==> src/rtl/sa_ram_fifo_ctrl_32x128_pkg.sv <==
// sa_ram_fifo_ctrl_32x128_pkg: shared sizing constants for the RAM-backed FIFO controller
package sa_ram_fifo_ctrl_32x128_pkg;
  localparam int SA_DEPTH = 32;
  localparam int SA_WIDTH = 128;
  localparam int SA_AW = 5;
  localparam int SA_CW = 6;
endpackage

==> src/rtl/sa_ram_fifo_ctrl_32x128.sv <==
// sa_ram_fifo_ctrl_32x128: valid/ready FIFO controller driving an external 1-cycle-latency RAM
// wr_pvld/wr_prdy/wr_pd: push side; rd_pvld/rd_prdy/rd_pd: pop side (rd_pd is ram_dout)
// ram_we/ram_wa/ram_di: RAM write port; ram_re/ram_ra/ram_dout: registered RAM read port
// count: occupied entries, freed only on pop
module sa_ram_fifo_ctrl_32x128
  import sa_ram_fifo_ctrl_32x128_pkg::*;
#(
  parameter int DEPTH = SA_DEPTH,
  parameter int WIDTH = SA_WIDTH
) (
  input  logic             clk,
  input  logic             rst,
  input  logic             wr_pvld,
  output logic             wr_prdy,
  input  logic [WIDTH-1:0] wr_pd,
  output logic             rd_pvld,
  input  logic             rd_prdy,
  output logic [WIDTH-1:0] rd_pd,
  output logic [SA_AW-1:0] ram_wa,
  output logic             ram_we,
  output logic [WIDTH-1:0] ram_di,
  output logic [SA_AW-1:0] ram_ra,
  output logic             ram_re,
  input  logic [WIDTH-1:0] ram_dout,
  output logic [SA_CW-1:0] count
);
  logic [SA_AW-1:0] wr_ptr, rd_ptr;
  logic [SA_CW-1:0] unread;
  logic push, pop;
  assign wr_prdy = !rst && count != SA_CW'(DEPTH);
  assign push = wr_pvld && wr_prdy;
  assign pop = rd_pvld && rd_prdy;
  // unread only counts entries whose push edge has passed, so a read never races a same-cycle write
  assign ram_re = !rst && unread != '0 && (!rd_pvld || rd_prdy);
  assign ram_we = push;
  assign ram_wa = wr_ptr;
  assign ram_di = wr_pd;
  assign ram_ra = rd_ptr;
  assign rd_pd = ram_dout;
  always_ff @(posedge clk)
    if (rst) begin
      wr_ptr <= '0;
      rd_ptr <= '0;
      unread <= '0;
      count <= '0;
      rd_pvld <= 1'b0;
    end else begin
      wr_ptr <= wr_ptr + SA_AW'(push);
      rd_ptr <= rd_ptr + SA_AW'(ram_re);
      unread <= unread + SA_CW'(push) - SA_CW'(ram_re);
      count <= count + SA_CW'(push) - SA_CW'(pop);
      rd_pvld <= ram_re || (rd_pvld && !rd_prdy);
    end
endmodule

==> config.mk <==
export PLATFORM = sky130hd
export DESIGN_NAME = sa_ram_fifo_ctrl_32x128
export DESIGN_NICKNAME = d
export VERILOG_FILES = /design/src/rtl/sa_ram_fifo_ctrl_32x128_pkg.sv /design/src/rtl/sa_ram_fifo_ctrl_32x128.sv
export SDC_FILE = /design/constraint.sdc
export NUM_CORES = 1
export LEC_CHECK = 0
export CAP_MARGIN = 40
export CORE_AREA = 10 10 202 204
export CTS_BUF_LIST = sky130_fd_sc_hd__clkbuf_8
export CTS_CLUSTER_DIAMETER = 50
export DETAILED_ROUTE_END_ITERATION = 6
export DIE_AREA = 0 0 212 214
export MAX_ROUTING_LAYER = met4
export PLACE_DENSITY = 0.45
export SYNTH_ARGS = -nofsm -noshare
export SYNTH_HDL_FRONTEND = slang
export SYNTH_SLANG_ARGS = --single-unit
==> constraint.sdc <==
create_clock -name clk -period 5.1 [get_ports clk]
set_input_delay 0.51 -clock clk [delete_from_list [all_inputs] [get_ports clk]]
set_output_delay 0.51 -clock clk [all_outputs]
set_load 0.1 [all_outputs]
# Word-level counts from Yosys, hierarchy flattened
# Index checks and enable logic that the tools add are counted.
[totals]
ff_bits = 23
input_bits = 260
output_inout_bits = 276
word_cells = 24
[classes]
add_sub_neg = 6
eq_ne = 1
n_reduce_logical = 12
[op_table]
columns = ["op", "count"]
rows = [
  ["6-bit by 1-bit adder with 6-bit output", 2],
  ["6-bit by 1-bit subtractor with 6-bit output", 2],
  ["5-bit by 1-bit adder with 5-bit output", 2],
  ["1-bit logical AND", 6],
  ["6-bit inequality test (second input constant)", 1],
  ["6-bit nonzero test", 1],
  ["1-bit logical NOT", 3],
  ["1-bit logical OR", 2],
]

# Depth between registers and ports, before layout
# Gate-level depths: netlist (run 1).
[logic_depth]
depth_word = 5
ltp_mapped = 14
mapped_depth_nobuf = 14

# Least setup slack after synthesis (run 1)
# Ideal clock, no wire load.
[synth_timing]
kind = "register to register"
from = "register count[2]"
to = "register unread[4]"
setup_time_ns = 0.087
arrival_ns = 5.211
required_time_ns = 5.013
path_slack_ns = -0.198
path_stages_with_launch = 12
path_buffers = 0
period_less_slack_ns = 5.298
path_cell_list = "dfxtp_1 > inv_1 > ha_1 > a41oi_1 > and2_1 > ha_1 > inv_1 > fa_1 > nand2b_1 > a21oi_1 > o21ai_0 > o31ai_1"
[synth_via]
elab_chain_len = 5
[synth_rtl]
columns = ["element", "line_no", "text"]
rows = [
  ["start, declared", "sa_ram_fifo_ctrl_32x128.sv:25", "output logic [SA_CW-1:0] count"],
  ["start signal, assigned", "sa_ram_fifo_ctrl_32x128.sv:51", "count <= count + SA_CW'(push) - SA_CW'(pop);"],
  ["6-bit inequality test", "sa_ram_fifo_ctrl_32x128.sv:30", "assign wr_prdy = !rst && count != SA_CW'(DEPTH);"],
  ["1-bit logical AND", "sa_ram_fifo_ctrl_32x128.sv:30", ""],
  ["net wr_prdy", "sa_ram_fifo_ctrl_32x128.sv:14", "output logic wr_prdy,"],
  ["1-bit logical AND", "sa_ram_fifo_ctrl_32x128.sv:31", "assign push = wr_pvld && wr_prdy;"],
  ["net ram_we", "sa_ram_fifo_ctrl_32x128.sv:20", "output logic ram_we,"],
  ["6-bit by 1-bit adder with 6-bit output", "sa_ram_fifo_ctrl_32x128.sv:50", "unread <= unread + SA_CW'(push) - SA_CW'(ram_re);"],
  ["6-bit by 1-bit subtractor with 6-bit output", "sa_ram_fifo_ctrl_32x128.sv:50", ""],
  ["end signal, assigned", "sa_ram_fifo_ctrl_32x128.sv:50", ""],
  ["end, declared", "sa_ram_fifo_ctrl_32x128.sv:28", "logic [SA_CW-1:0] unread;"],
]
# The timed path passes the listed nets, and every way through them passes these cells.
# A chain may end at the register's enable or synchronous reset.

# Final worst setup path (run 1)
[layout_timing]
from = "input port rst"
to = "register unread[4]"
[layout_via]
elab_chain_len = 5
word_cells_on_any_way = 7
cone_classes = "add/sub (2); reduce/logical (5)"
[layout_rtl]
columns = ["element", "line_no", "text"]
rows = [
  ["start, declared", "sa_ram_fifo_ctrl_32x128.sv:12", "input logic rst,"],
  ["1-bit logical NOT", "sa_ram_fifo_ctrl_32x128.sv:30, sa_ram_fifo_ctrl_32x128.sv:34", ""],
  ["1-bit logical AND", "sa_ram_fifo_ctrl_32x128.sv:30", ""],
  ["1-bit logical AND", "sa_ram_fifo_ctrl_32x128.sv:31", ""],
  ["6-bit by 1-bit adder with 6-bit output", "sa_ram_fifo_ctrl_32x128.sv:50", ""],
  ["6-bit by 1-bit subtractor with 6-bit output", "sa_ram_fifo_ctrl_32x128.sv:50", ""],
]
# Several ways; a longest one is shown, not always the timed one.

==> results of run 1 <==
==> sequential cells by signal, summed over array words and instances, names as in the netlist <==
signal	cells
count	6
ram_ra	5
ram_wa	5
rd_pvld	1
unread	6
==> logic make-up (layout without fill, tap and decap cells) <==
| group | count (synthesis) | count (layout) | synth area share, % |
|---|---|---|---|
| adder cells (fa/ha/maj) | 22 | 22 | 9.070 |
| AND/OR/NAND/NOR | 42 | 42 | 7.115 |
| buffers and inverters | 277 | 63 | 62.74 |
| flip-flops | 23 | 23 | 14.39 |
| XOR/XNOR | 11 | 11 | 3.010 |
| AO/OA/AOI/OAI | 17 | 17 | 3.675 |
==> through the flow <==
| stage | hold WS [ns] | cells | total power [mW] | cell area, sq um | setup slack (ns) |
|---|---|---|---|---|---|
| 2_1_floorplan | 0.4828 | 392 | 1.781 | 3208 | 0.3481 |
| 3_3_place_gp | 0.4951 | 631 | 1.022 | 2091 | 1.911 |
| 3_5_place_dp | 0.5084 | 648 | 1.182 | 2496 | 1.782 |
| 4_1_cts | 0.5374 | 652 | 1.331 | 2545 | 2.112 |
| 5_1_grt | 0.5644 | 652 | 1.402 | 2545 | 1.893 |
| 6_report | 0.5249 | 652 | 1.292 | 2545 | 2.126 |
==> final timing paths <==
path / cells after the start / slack, ns / endpoint
hold reg to reg: 2 / 0.52 / ram_ra[4]
setup / recovery: 11 / 2.13 / unread[4]
setup reg to reg: 14 / 2.38 / unread[4]
hold / removal: 2 / 0.52 / ram_ra[4]
==> synthesized netlist by cell type, drive strengths merged (2+ instances only) <==
cell    instances  area, sq um
a21o            2        15.01
a21oi           4        23.77
and2            2        12.51
buf           257         1933
clkbuf          2        7.510
dfxtp          23        460.4
fa              2        40.04
ha             20        250.2
inv            18        67.56
nand2           2        7.510
nand2b          2        12.51
nand3           5        25.02
nor2           14        52.55
nor2b           8        50.05
nor3            2        10.01
o21ai           4        20.02
xnor2           6        52.55
xor2            5        43.79
==> critical path, delay by kind of cell <==
| kind | cells | cell delay, ns |
|---|---|---|
| simple gates | 2 | 0.67 |
| fa+ha+maj | 3 | 0.86 |
| compound gates | 3 | 0.35 |
| buf+inv | 3 | 0.79 |
==> cells in the final DEF, fill, tap and decap left out, types with 2 or more instances in the layout <==
cell,n
sky130_fd_sc_hd__dfxtp_1,23
sky130_fd_sc_hd__ha_1,20
sky130_fd_sc_hd__nand2_1,2
sky130_fd_sc_hd__nand3_1,5
sky130_fd_sc_hd__a21o_1,2
sky130_fd_sc_hd__clkdlybuf4s50_1,20
sky130_fd_sc_hd__buf_4,4
sky130_fd_sc_hd__o21ai_0,4
sky130_fd_sc_hd__nor2b_1,8
sky130_fd_sc_hd__fa_1,2
sky130_fd_sc_hd__inv_1,18
sky130_fd_sc_hd__buf_16,12
sky130_fd_sc_hd__clkbuf_8,3
sky130_fd_sc_hd__nor2_1,14
sky130_fd_sc_hd__a21oi_1,3
sky130_fd_sc_hd__xor2_1,5
sky130_fd_sc_hd__buf_8,5
sky130_fd_sc_hd__nor3_1,2
sky130_fd_sc_hd__nand2b_1,2
sky130_fd_sc_hd__xnor2_1,6
sky130_fd_sc_hd__and2_1,2
==> cell type report <==
cell class                 instances  area, sq um
timing repair buffer              41        635.6
fill                            4285        34500
inverter                          18        67.56
multi-input combinational         92        739.5
sequential                        23        460.4
clock buffer                       3        41.29
clock inverter                     1        7.507
tap                              474        593.1
==> routing by layer <==
metal	global-route usage, %	vias to the layer above
li1	-	540
met1	3.019	546
met2	6.456	223
met3	3.625	134
met4	5.754	0
met5	-	-
==> power groups by stage <==
stage	clock, mW	sequential (mW)	combinational [mW]
floorplan	0	0.461	1.32
global placement	0	0.278	0.744
detailed placement	0	0.278	0.903
CTS	0.147	0.275	0.909
global route	0.153	0.279	0.970
finish	0.132	0.269	0.890
==> impl_results.md, run 1 <==
* Status: completed
* Max-cap violations at 0
* Global-route wire length before repair at 13,140 um
* Total negative slack at 0 ns
* Number of hold violations in the final report at 0
* Via count at 1,443
* Routability-driven placement congestion ratio at 0.6910
* Logic pwr share at between 60% and 70%
* Vias in the first global route at 1,587
* Slew Limit Headroom at between 60% and 70%
* Register area share after synthesis at 14.39%
* Worst hold path class: reg2reg
* Area grow syn2layout at -20.48%
* Number of flops mapped to enable cells by yosys at 0
* Count of input and output buffers at 23
* Number of failing setup endpoints in the final timing report at 0
* CP arrival at 3.18 ns
* Worst setup path startpoint: rst
* Async set-or-reset flop fraction in the synthesized netlist at 0%
* Max Buffers Root-to-Sink at 2
* Startpoint Class: input port
* DRT Pass-1 Iters at 4
* Combined area of all synthesized cells at 3201 sq um
* Root Driver: sky130_fd_sc_hd__clkbuf_8
* VDD IR-drop max at 0.1741 mV
* Die ar. at 45,370 sq um
* Total DRC errors in the routed layout at 0
* Leading register cell type out of synthesis: sky130_fd_sc_hd__dfxtp_1
* Crit path required time at 5.31 ns
* Stage delay of the slowest cell on the critical path at 0.67 ns
* Proportion of power drawn by the clock network at roughly a tenth
* Leak at 0.8499 nW
* Maximum fanout along the worst path at 13
* Number of buffers inserted by post-CTS setup repair at 0
* Standard cell with the maximum stage delay on the critical path: sky130_fd_sc_hd__clkdlybuf4s50_1
* Minimum period implied by the final worst setup slack at between 2 and 3 ns
* Chip width at between 200 and 250 um
* Number of synthesized register bits at 23
* Wire length after detailed routing at 10,420 um
* Average wire per standard cell at 15.98 um
* Ratio of final minimum period to clock period at 58.31%
* Critical path cell sequence: clkdlybuf4s50_1, nor3_1, ha_1, inv_1, ha_1, inv_1, fa_1, nand2b_1, a21oi_1, o21ai_0, o31ai_1
* Transition time at the pin with the least slew margin at 0.5136 ns
* Per-cell via count in the routed design at 2.213
* Diodes inserted at 0
* Net count after synthesis at 674
* Nets at around 460
* Number of placed I/O pins at ~540
* Switching Share at 48.74%
* Met2 wirelength from detailed routing at ~4500 um
* Worst Hold Launch: ram_ra[4]
* Pwr dens at 507.5 nW/um^2
* Final core occ at 6.870%
* Internal Pwr Total at 0.6621 mW
* Post-Route Skew at 0.005416 ns
* Reg power frac at 20.9%
* Distinct cells, synth at 34
* Layout cells sized above 1 at between 10% and 20%
* Total number of clock tree sinks at 23
* Total global routing overflow at 0
* TritonCTS Buffers at 3
* Post-Synthesis Cells at 392
* Maximum operating frequency at 336.2 MHz
* Reg-to-reg critical path startpoint: unread[2]
* H-Tree Level Count at 1
* Hpwl dp at 8937 um
* Core box area at 37,040 sq um
* Maximum number of pins on one net before global-route repair at 18
* Hold-fix buffer count after cts at 0
* Clock latency on the worst-skew pair at 0.29 ns
* Mean instance size in the synthesized netlist at 8.165 sq um
* Detailed Route Iter0 Violations at 40
* Yosys warning count at 0
* Total global routing track utilization at 4.515%
* WS Path Type: in2reg
* Crit path capture type: register
* Setup repair after global routing missed its margin: false
* Number of cell rows at 71
* Count of nets left with antenna violations after detail routing at 0
* Number of antenna violations at the first check in global routing at 0
* Max-slew violation count at 0
* CTS tree: done
* Die H at around 210 um
* Starting density of the core at 8.640%
* Met1 WL at 2601 um
* Wire length on met3 at 1992 um
* NetSw at roughly 0.63 mW
* Clock slew at the register clock pins of the worst setup and hold paths at 0.10 ns
* # resized after CTS at 0
* Highest routed layer: met4
No activity file was read; power rests on OpenSTA's default activity.
==> run 2, diff against run 1 <==
Settings changed: CORE_AREA 10 10 202 204 to 10 10 199 201, DIE_AREA 0 0 212 214 to 0 0 209 211, PLACE_DENSITY 0.45 to 0.46.
Clock period 5.1 ns to 2.98 ns, I/O delays scaled along.
==> impl_results.md, run 2 (synthesis results as in run 1) <==
* Worst hold-check slack at 0.5224 ns
* Number of antenna violations at the first check in global routing at 1
* Maximum number of pins on one net before global-route repair at 16
* Count of input and output buffers at 23
* Number of cell rows at around 70
* TritonCTS Buffers at 3
* Number of buffers inserted by post-CTS setup repair at 0
* Per-cell via count in the routed design at 2.294
* Maximum fanout along the worst path at 2
* Routability-driven placement congestion ratio at 0.6422
* Sequential cell area at 481.7 sq um
* Die ar. at between 40,000 and 50,000 sq um
* Registers with the highest flip-flop counts: count x6, unread x6
* Hold Path Stages at 2
* Startpoint Class: register
* Crit path required time at 3.20 ns
* Starting density of the core at 9.042%
* Status: completed
* Final instance area at ~2200 sq um
* Ratio of final minimum period to clock period at 78.13%
* Max-cap violations at 0
* Leading cell types in the layout, fill and taps excluded: sky130_fd_sc_hd__buf_4 (20), sky130_fd_sc_hd__ha_1 (17), sky130_fd_sc_hd__inv_1 (16), sky130_fd_sc_hd__dfxtp_1 (16), sky130_fd_sc_hd__nor2_1 (14)
* Setup repair after global routing missed its margin: false
* Vias in the first global route at 1,455
* WS Path Type: reg2reg
* Clock latency on the worst-skew pair at 0.29 ns
* Nets at 446
* Final worst-path setup slack at 0.6516 ns
* Pwr dens at 928.9 nW/um^2
* CTS tree: done
* Maximum operating frequency at 429.5 MHz
* Global-route wire length before repair at around 12,000 um
* Number of hold violations in the final report at 0
* Chip width at about 210 um
* Total global routing track utilization at under 10%
* DP Area at approximately 2200 sq um
* Detailed Route Iter0 Violations at 37
* Leak at between 0.7 and 0.8 nW
* Total number of clock tree sinks at 23
* Inst Count DP at 620
* # resized after CTS at 0
* Slew Limit Headroom at 77.54%
* Worst hold path class: reg2reg
* Max-slew violation count at 0
* DRT Pass-1 Iters at 4
* Core box area at 35,400 sq um
* CP arrival at 2.54 ns
* Minimum setup slack among reg-to-reg paths at approximately 0.65 ns
* Layout cells sized above 1 at between 20% and 30%
* VDD IR-drop max at roughly 0.4 mV
* Count of non-filler cells in the finished layout at 625
* Die H at 211 um
* H-Tree Level Count at 1
* Leading cell type in the layout, fill and taps excluded: sky130_fd_sc_hd__buf_4
* Minimum period implied by the final worst setup slack at 2.328 ns
* Number of cells on the worst reg-to-reg path at 14
* Final-layout fill cell count at 4,168
* Post-Route Skew at approximately 0.018 ns
* Transition time at the pin with the least slew margin at 0.3344 ns
* Area of the multi-input gates at 815.8 sq um
* Number of placed I/O pins at 536
* Total DRC errors in the routed layout at 0
* Area grow syn2layout at -30.22%
* Average wire per standard cell at 16.16 um
* Wire length after detailed routing at ~10,000 um
* Count of nets left with antenna violations after detail routing at 0
* Total global routing overflow at 0
* Number of failing setup endpoints in the final timing report at 0
* Hpwl dp at 8682 um
* Worst-case setup slack after placement at roughly 0.52 ns
* Crit path capture type: register
* Via count at 1,434
* Clock slew at the register clock pins of the worst setup and hold paths at 0.11 ns
* Hold-fix buffer count after cts at 0
* Final core occ at 6.310%
* Max Buffers Root-to-Sink at 2
* Root Driver: sky130_fd_sc_hd__clkbuf_8
## run 2: path summary, 6_finish.rpt
check | endpoint | startpoint
worst max-delay path | unread[4] | unread[3]
worst min-delay path | ram_wa[4] | ram_wa[4]
worst max register to register | unread[4] | unread[3]
worst min register to register | ram_wa[4] | ram_wa[4]
## run 2: critical path, stage by stage, from the launching register on
cell	delay, ns
sky130_fd_sc_hd__dfxtp_1	0.34
sky130_fd_sc_hd__inv_1	0.08
sky130_fd_sc_hd__ha_1	0.15
sky130_fd_sc_hd__nand2_1	0.08
sky130_fd_sc_hd__nor3_1	0.28
sky130_fd_sc_hd__nor3_4	0.07
sky130_fd_sc_hd__ha_4	0.21
sky130_fd_sc_hd__inv_1	0.08
sky130_fd_sc_hd__ha_4	0.13
sky130_fd_sc_hd__inv_1	0.04
sky130_fd_sc_hd__fa_2	0.34
sky130_fd_sc_hd__nand2b_4	0.15
sky130_fd_sc_hd__a21oi_2	0.13
sky130_fd_sc_hd__o21ai_0	0.09
sky130_fd_sc_hd__o31ai_1	0.07
## run 2: final cells by class
cell class | instances | share of cell area, %
Multi-Input combinational cell | 92 | 36.53
Antenna cell | 1 | 0.1120
Sequential cell | 23 | 21.57
Tap cell | 461 | 25.83
Inverter | 18 | 3.137
Timing Repair Buffer | 26 | 10.76
Clock buffer | 3 | 1.849
Clock inverter | 1 | 0.2241
## run 2: metrics by stage
stage          setup TNS [ns]  power [mW]
6_report                    0       2.075
5_1_grt                     0       2.255
4_1_cts                     0       2.141
3_5_place_dp                0       1.898
3_3_place_gp                0       1.898
2_1_floorplan        -0.01773       3.155
## run 2: per-layer routing
metal  up-vias  GRT usage (%)  part of all wire, %
met5         -              -                    0
met4         0          6.351                   13
met3       131          3.711                   20
met2       240          5.835                   42
met1       549          3.007                   26
li1        514              -                    -
## run 2: where the power goes
group | switching, mW | total (mW) | leakage [nW] | internal (mW)
clock | 0.127 | 0.222 | 0.0255 | 0.0943
combinational | 0.901 | 1.38 | 0.522 | 0.483
sequential | 0.0584 | 0.469 | 0.193 | 0.410
total | 1.09 | 2.07 | 0.740 | 0.988
